## config.mk

```make
export PLATFORM = sky130hd
export DESIGN_NAME = multi_digit_bcd_counter
export DESIGN_NICKNAME = d
export VERILOG_FILES = /design/src/rtl/bcd_counter_pkg.sv /design/src/rtl/bcd_digit.sv /design/src/rtl/multi_digit_bcd_counter.sv
export SDC_FILE = /design/constraint.sdc
export NUM_CORES = 1
export LEC_CHECK = 0
export ABC_AREA = 1
export CAP_MARGIN = 20
export CORE_MARGIN = 2
export CORE_UTILIZATION = 35
export CTS_BUF_LIST = sky130_fd_sc_hd__clkbuf_4
export DETAILED_ROUTE_END_ITERATION = 8
export GPL_ROUTABILITY_DRIVEN = 0
export SLEW_MARGIN = 20
export SYNTH_ARGS = -nofsm -noshare
export SYNTH_HDL_FRONTEND = slang
export SYNTH_SLANG_ARGS = --single-unit
```

## constraint.sdc

```tcl
create_clock -name clk -period 1.4 [get_ports clk]
set_input_delay 0.35 -clock clk [delete_from_list [all_inputs] [get_ports clk]]
set_output_delay 0.35 -clock clk [all_outputs]
set_load 0.01 [all_outputs]
```

## src/rtl/bcd_counter_pkg.sv

```systemverilog
// -----------------------------------------------------------------------------
// bcd_counter_pkg
// Shared definitions for the multi-digit BCD counter.
//   BCD_W        : width of one BCD decade (4 bits)
//   BCD_MAX      : largest legal decade value (9)
//   BCD_MIN      : smallest legal decade value (0)
//   bcd_digit_t  : one BCD decade
//   bcd_is_legal : 1 when a 4-bit value is a legal decimal digit (0..9)
// -----------------------------------------------------------------------------
package bcd_counter_pkg;

  localparam int unsigned BCD_W = 4;

  typedef logic [BCD_W-1:0] bcd_digit_t;

  localparam bcd_digit_t BCD_MAX = 4'd9;
  localparam bcd_digit_t BCD_MIN = '0;

  function automatic logic bcd_is_legal(input bcd_digit_t d);
    return (d <= BCD_MAX);
  endfunction

endpackage

```

## src/rtl/bcd_digit.sv

```systemverilog
// -----------------------------------------------------------------------------
// bcd_digit
// One synchronous BCD decade (0..9) with up/down stepping and parallel load.
// Ports:
//   clk      : clock, state updates on rising edge
//   reset    : asynchronous active-high reset, clears the digit to 0
//   en_in    : step enable for this decade (already includes lower carries)
//   up       : 1 = increment, 0 = decrement
//   load     : synchronous load, overrides en_in
//   d_in     : load value; values above 9 are loaded as 0
//   q        : registered digit value, always 0..9
//   co       : carry/borrow out: en_in and digit at 9 (up) or 0 (down)
//   d_in_bad : 1 when d_in is not a legal decimal digit
// -----------------------------------------------------------------------------
module bcd_digit
  import bcd_counter_pkg::*;
(
  input  logic       clk,
  input  logic       reset,
  input  logic       en_in,
  input  logic       up,
  input  logic       load,
  input  bcd_digit_t d_in,
  output bcd_digit_t q,
  output logic       co,
  output logic       d_in_bad
);

  bcd_digit_t q_q;
  bcd_digit_t q_d;
  logic       at_bound;

  always_comb begin
    at_bound = up ? (q_q == BCD_MAX) : (q_q == BCD_MIN);
    co       = en_in & at_bound;
    d_in_bad = ~bcd_is_legal(d_in);

    q_d = q_q;
    if (load) begin
      q_d = d_in_bad ? BCD_MIN : d_in;
    end else if (en_in) begin
      if (up) begin
        // >= rather than == so a corrupted state can never escape 0..9
        q_d = (q_q >= BCD_MAX) ? BCD_MIN : q_q + bcd_digit_t'(1);
      end else begin
        q_d = (q_q == BCD_MIN) ? BCD_MAX : q_q - bcd_digit_t'(1);
      end
    end
  end

  always_ff @(posedge clk or posedge reset) begin
    if (reset) begin
      q_q <= '0;
    end else begin
      q_q <= q_d;
    end
  end

  assign q = q_q;

endmodule

```

## src/rtl/multi_digit_bcd_counter.sv

```systemverilog
// -----------------------------------------------------------------------------
// multi_digit_bcd_counter
// Synchronous up/down BCD counter of DIGITS decades (1..8) with parallel load,
// illegal-digit load sanitising and a combinational terminal-count output.
// Parameters:
//   DIGITS   : number of BCD decades, 1..8
// Ports:
//   clk      : single clock, all state updates on rising edge
//   reset    : asynchronous active-high reset (count = 0, load_err = 0)
//   en       : count enable
//   up       : direction, 1 = increment, 0 = decrement
//   load     : synchronous parallel load, priority over en
//   data_in  : BCD load value, digit k in bits [4k+3:4k]
//   count    : registered BCD count
//   tc       : terminal count, en & up & all-9 | en & ~up & all-0
//   load_err : registered one-cycle flag, a load contained a digit > 9
// Build option:
//   BCD_SATURATE_EN : when defined, enabled counting holds at 99..9 (up) or
//                     00..0 (down) instead of wrapping; tc is unchanged.
// -----------------------------------------------------------------------------
module multi_digit_bcd_counter
  import bcd_counter_pkg::*;
#(
  parameter int unsigned DIGITS = 2
) (
  input  logic                    clk,
  input  logic                    reset,
  input  logic                    en,
  input  logic                    up,
  input  logic                    load,
  input  logic [BCD_W*DIGITS-1:0] data_in,
  output logic [BCD_W*DIGITS-1:0] count,
  output logic                    tc,
  output logic                    load_err
);

`ifdef BCD_SATURATE_EN
  localparam bit SAT_EN = 1'b1;
`else
  localparam bit SAT_EN = 1'b0;
`endif

  logic [BCD_W*DIGITS-1:0] digit_d;
  logic [DIGITS-1:0]       digit_bad;
  logic                    digit_load;
  logic                    top_co;
  logic                    load_err_q;
  logic                    load_err_d;

  // Saturation is a self-reload of the current count whenever the whole
  // counter would wrap; keeps the carry chain free of any feedback from tc.
  always_comb begin
    digit_load = load | (SAT_EN & top_co);
    digit_d    = load ? data_in : count;
    load_err_d = load & (|digit_bad);
  end

  for (genvar k = 0; k < DIGITS; k++) begin : g_digit
    logic en_in;
    logic co;

    // en_in of digit k is en AND all lower carry-outs; the previous stage's
    // en_in already holds the AND of everything below it.
    if (k == 0) begin : g_first
      assign en_in = en;
    end else begin : g_chain
      assign en_in = g_digit[k-1].en_in & g_digit[k-1].co;
    end

    bcd_digit u_digit (
      .clk      (clk),
      .reset    (reset),
      .en_in    (en_in),
      .up       (up),
      .load     (digit_load),
      .d_in     (digit_d[k*BCD_W +: BCD_W]),
      .q        (count[k*BCD_W +: BCD_W]),
      .co       (co),
      .d_in_bad (digit_bad[k])
    );
  end

  // Top carry-out = en & every digit at its direction's boundary, which is
  // exactly the terminal-count condition.
  assign top_co = g_digit[DIGITS-1].co;
  assign tc     = top_co;

  always_ff @(posedge clk or posedge reset) begin
    if (reset) begin
      load_err_q <= 1'b0;
    end else begin
      load_err_q <= load_err_d;
    end
  end

  assign load_err = load_err_q;

endmodule

```

== Word-level counts from Yosys, hierarchy flattened ==
Index checks and enable logic that the tools add are counted.

* $add $sub $neg: 4
* Multipliers: 0
* Div/mod/pow operators: 0
* $lt $le $gt $ge: 4
* Eq/ne operators: 2
* Shift operators: 0
* Multiplexer cells: 15
* Bitwise gates (word level): 6
* Reductions and logical operators: 5

{| class="wikitable"
|+ Operator list
! operator !! number
|-
| 4-bit two-way mux || 12
|-
| 4-bit by 1-bit adder with 4-bit output (second input constant) || 2
|-
| 4-bit == test (second input constant) || 2
|-
| 4-bit greater-or-equal comparator (second input constant) || 2
|-
| 4-bit less-or-equal comparator (second input constant) || 2
|-
| 4-bit zero test || 2
|-
| 8-bit two-way mux || 1
|-
| 4-bit by 1-bit subtractor with 4-bit output (second input constant) || 2
|-
| 1-bit AND || 4
|-
| 2-bit nonzero test || 2
|-
| 1-bit two-way mux || 2
|-
| 1-bit inverter || 2
|-
| 2-bit OR reduction || 1
|}

* Register bits: 9
* Latch bits: 0
* Bits in writable memories: 0
* Bits in read-only memories: 0
* Output and inout port bits: 10
* Word-level logic and storage cells: 39
* Memories: 0

== Depth between registers and ports, before layout ==
* Depth after elaboration: 6
* Mapped depth: 11

== By module ==
Synthesis repeated with hierarchy kept, for this count alone.

* Cell total of the unflattened synthesis: 166
* Area, all modules: 1052.3 sq um

{| class="wikitable"
|+ By module, submodules not included
! module !! times used !! cells an instance !! area each (sq um) !! sequential area each (sq um)
|-
| bcd_digit || 2 || 67 || 451.7 || 100.1
|-
| multi_digit_bcd_counter || 1 || 32 || 148.9 || 25.0
|}

== Least setup slack after synthesis ==
Ideal clock, no wire load.

* Path type: register to output
* Start: register g_digit[1].u_digit.q_q[0]
* End: output port tc
* Data arrival time: 1.273 ns
* Data required time: 1.050 ns
* Slack: -0.223 ns
* Stages on the path, launching flop included: 6
* Path buffers: 0
* Path through: dfrtp_1 > inv_1 > ha_1 > nand3_4 > and2_4 > a211oi_2

* Word-level cells in the longest chain between the ends: 3

{| class="wikitable"
|+ RTL lines
! element !! RTL line !! text
|-
| start, declared || bcd_digit.sv:29 || <nowiki>bcd_digit_t q_q;</nowiki>
|-
| start signal, assigned || bcd_digit.sv:55 || <nowiki>q_q <= q_d;</nowiki>
|-
| 4-bit == test or 4-bit zero test (tied branches) || bcd_digit.sv:34 || <nowiki>at_bound = up ? (q_q == BCD_MAX) : (q_q == BCD_MIN);</nowiki>
|-
| 1-bit two-way mux * || bcd_digit.sv:34 ||
|-
| 1-bit AND * || bcd_digit.sv:35 || <nowiki>co = en_in & at_bound;</nowiki>
|-
| end, declared || multi_digit_bcd_counter.sv:33 || <nowiki>output logic tc,</nowiki>
|}

Mark *: on every way between the ends. The rest lies on a longest branch, timed or not.

== Final worst setup path ==
* Start: register g_digit[0].u_digit.q_q[0]
* End: output port tc

* Word-level cells in the longest chain between the ends: 5

{| class="wikitable"
|+ RTL lines
! element !! RTL line !! text
|-
| start, declared || bcd_digit.sv:29 ||
|-
| start signal, assigned || bcd_digit.sv:55 ||
|-
| 4-bit == test or 4-bit zero test (tied branches) || bcd_digit.sv:34 ||
|-
| 1-bit two-way mux * || bcd_digit.sv:34 ||
|-
| 1-bit AND * || bcd_digit.sv:35 ||
|-
| 1-bit AND * || multi_digit_bcd_counter.sv:67 || <nowiki>assign en_in = g_digit[k-1].en_in & g_digit[k-1].co;</nowiki>
|-
| 1-bit AND * || bcd_digit.sv:35 ||
|}

Marks and branches as above.

==> results_dict.tcl <==
set metrics [dict create \
    outcome "finished with violations" \
    violations "negative setup slack" \
    timing_worst_setup_path_type "register to primary output" \
    max_used_layer "met4" \
    max_freq_mhz 541 \
    die_height_um 60.0 \
    met3_length_um 54 \
    switching_share 0.419 \
    clock_tree_from_tritoncts "done" \
    grt_remaining_overflow 0 \
    finish.instance_area_um2 1820 \
    placedInstanceArea_um2 1580 \
    cts_root_buffer "sky130_fd_sc_hd__clkbuf_4" \
    rows 20 \
    synth.net_count 187 \
    power.net_switching_uw 756 \
    final_hold_viol_count 0 \
    final_layout_size_suffix_gt1_frac 0.480 \
    cp.arrival_ps 1500 \
    yosys_warnings 0 \
    grt_pass1_vias 1203 \
    floorplan.initialDensity 0.362 \
    drt-vias-per-instance 4.56 \
    period_utilization_post_route 1.32 \
    die_w_um 60.0 \
    post-dp-hpwl_mm 2.43 \
    detailedPlace.worstSlack_ps -855 \
    synth.avg_cell_area_um2 6.61 \
    critical_path_rt_ps 1050 \
    dr_wl_met2_mm 1.81 \
    io_buffer_count 22 \
    slowest_stage_delay_cp_ps 450 \
    clkPwrFrac 0.117 \
    worst-slew-pin-transition_ps 330 \
    count_of_flip_flops_with_a_built_in_enable_after_synthesis 0 \
    ys_seq_area_frac 0.205 \
    post_route_minimum_period_ps 1850 \
    synth_cell_type_count 29 \
    tritoncts.num_buffers 3 \
    areaGrowthSynthToFinish_pct 65.9 \
    drc_errors 0 \
    cp_common_cell "sky130_fd_sc_hd__nand3_4" \
    core_um2 3030 \
    detail_route.first_pass.iterations 4 \
    clock_tree.htree_level_count 1 \
    fillers 293 \
    power_density_nw_per_um2 991 \
    grt_pass1_wl_mm 5.06 \
    p_leak_nw 0.924 \
    n_antenna_cell 0 \
    cpMaxStageDelayCell "sky130_fd_sc_hd__dfrtp_2" \
    synth_largest_area_cell "sky130_fd_sc_hd__dfrtp_1" \
    finalHoldWorstSlack_ps 348 \
    crit_path_max_fanout 4 \
    routedWlPerCell_um 11.9 \
    drt_first_iter_violations 18 \
    mappedNetlistArea_um2 1100 \
    aggregate_routed_wire_length_mm 3.24 \
    finish.net_count 249 \
    holdBufCountCts 0 \
    rsz_0062_raised_after_global_routing "true" \
    via_count_of_the_routed_design 1236 \
    power.sequential.fraction 0.203 \
    dieArea_um2 3600 \
    post-synth-top-count-cell "sky130_fd_sc_hd__nand2_1" \
    timing.final.setup_violations 6 \
    clk_pin_slew_worst_paths_ps 60 \
    synth_cells 166 \
    drtAntennaViolNets 0 \
    total_i_o_pin_count 23 \
    power.ir.vdd_worst_v 0.000563 \
    netlist_top_cells_area "sky130_fd_sc_hd__dfrtp_1 (21%), sky130_fd_sc_hd__nand2_1 (19%), sky130_fd_sc_hd__ha_1 (9.1%), sky130_fd_sc_hd__nand3_1 (7.3%), sky130_fd_sc_hd__nand3_4 (4.8%)" \
    synth_top_cell_area_share 0.205 \
    crit_path_end_kind "primary output" \
    power.share.combinational 0.680 \
    final-max-slew-violation-count 0 \
    maximum_capacitance_violations 0 \
    cts_buffer_depth 2 \
    worst_skew_pair_latency_ps 250 \
    tns_ps -1110 \
    setup_ws_ps -449 \
    timing.hold.worst.class "input port to asynchronous set/reset pin" \
    met1_length_mm 1.34 \
    setup.worst_path.start_class "register" \
    seq_cells_post_synth 9 \
    clock-sinks 9 \
    synth_ff_type "sky130_fd_sc_hd__dfrtp_1" \
    async_flop_share 1.00 \
    cp_cell_sequence "inv_2, ha_4, nand3_4, nand2_4, nand3_4, a211oi_4, buf_2" \
    internal-power_mw 1.05 \
    synth_common_cells "sky130_fd_sc_hd__nand2_1 (57), sky130_fd_sc_hd__nand3_1 (16), sky130_fd_sc_hd__inv_1 (13), sky130_fd_sc_hd__nor2_1 (11), sky130_fd_sc_hd__inv_2 (10)" \
    timing.slew.headroom 0.780 \
    globalRouteTotalUtil 0.182 \
    skew_ps 1.90 \
    grt_max_degree 12 \
    antenna_found_initial 0 \
]
==> final timing paths <==
kind,start,to,slack [ps],cells past startpoint
max in group asynchronous,reset,g_digit[0].u_digit.q[0],790,2
worst max register to register,g_digit[0].u_digit.q[0],g_digit[0].u_digit.q[2],-180,12
worst min register to register,g_digit[1].u_digit.q[1],g_digit[1].u_digit.q[1],650,3
worst min-delay path,reset,load_err,350,2
worst max-delay path,g_digit[0].u_digit.q[0],tc,-450,7
min in group clk,load,g_digit[0].u_digit.q[1],640,4
==> sequential cells by signal (all words and copies together) (netlist names) <==
register,cells
load_err,1
g_digit.u_digit.q,8
==> through the flow <==
| step | power [mW] | utilization | std cells |
|---|---|---|---|
| floorplan | 0.950 | - | 166 |
| global placement | 1.38 | 0.520 | 258 |
| detailed placement | 1.39 | 0.520 | 258 |
| CTS | 1.73 | 0.573 | 269 |
| global route | 1.95 | 0.601 | 271 |
| finish | 1.80 | 0.601 | 271 |
==> worst max-delay path: cells and delay by family, from the launching register on <==
family                     cells  cell delay, ps
AOI/OAI and AO/OA              1             160
adders and majority gates      1             150
buffers and inverters          2             260
DFF                            1             450
and+or+nand+nor                3             240
==> layer usage <==
layer  GRT usage  up-vias
li1            -      649
met4      0.0286        0
met1       0.212      567
met3     0.00866        4
met5           0        -
met2       0.365       16
==> layout make-up <==
cell class                 instances  area (µm²)  area share
sequential                         9         229       0.126
timing repair buffer              62         532       0.292
multi-input combinational        128         880       0.483
clock buffer                       4        30.0      0.0165
tap                               44        55.1      0.0302
inverter                          24        95.1      0.0522
==> power by group through the flow <==
| stage | Combinational, mW | Clock [mW] | Sequential [mW] |
|---|---|---|---|
| finish | 1.23 | 0.211 | 0.367 |
| global route | 1.34 | 0.240 | 0.371 |
| CTS | 1.15 | 0.220 | 0.362 |
| detailed placement | 1.03 | 0 | 0.362 |
| global placement | 1.02 | 0 | 0.365 |
| floorplan | 0.539 | 0 | 0.411 |
==> cell families after synthesis <==
| family | count (synthesis) | synth area share |
|---|---|---|
| DFF | 9 | 0.205 |
| and+or+nand+nor | 100 | 0.452 |
| AOI/OAI and AO/OA | 18 | 0.109 |
| adders and majority gates | 8 | 0.0912 |
| xor gates and xnor gates | 2 | 0.0160 |
| buffers and inverters | 29 | 0.127 |
==> layout by cell type, fill, tap and decap left out, drive strengths merged, types with 2 or more instances in the layout <==
cell,netlist,routed
a21oi,7,7
buf,5,44
clkbuf,0,5
clkdlybuf4s15,0,2
clkdlybuf4s50,0,10
dfrtp,9,9
dlygate4sd2,0,4
ha,8,8
inv,24,24
nand2,60,60
nand3,21,21
nand4,4,4
nor2,12,12
o21ai,8,8
xor2,2,2
==> repair_timing <==
action,CTS,global route
setup buffers,7,3
pin swaps,8,15
resized for setup,41,26
setup endpoints to repair,14,15
Note: power is estimated with default switching activity, not from simulation.
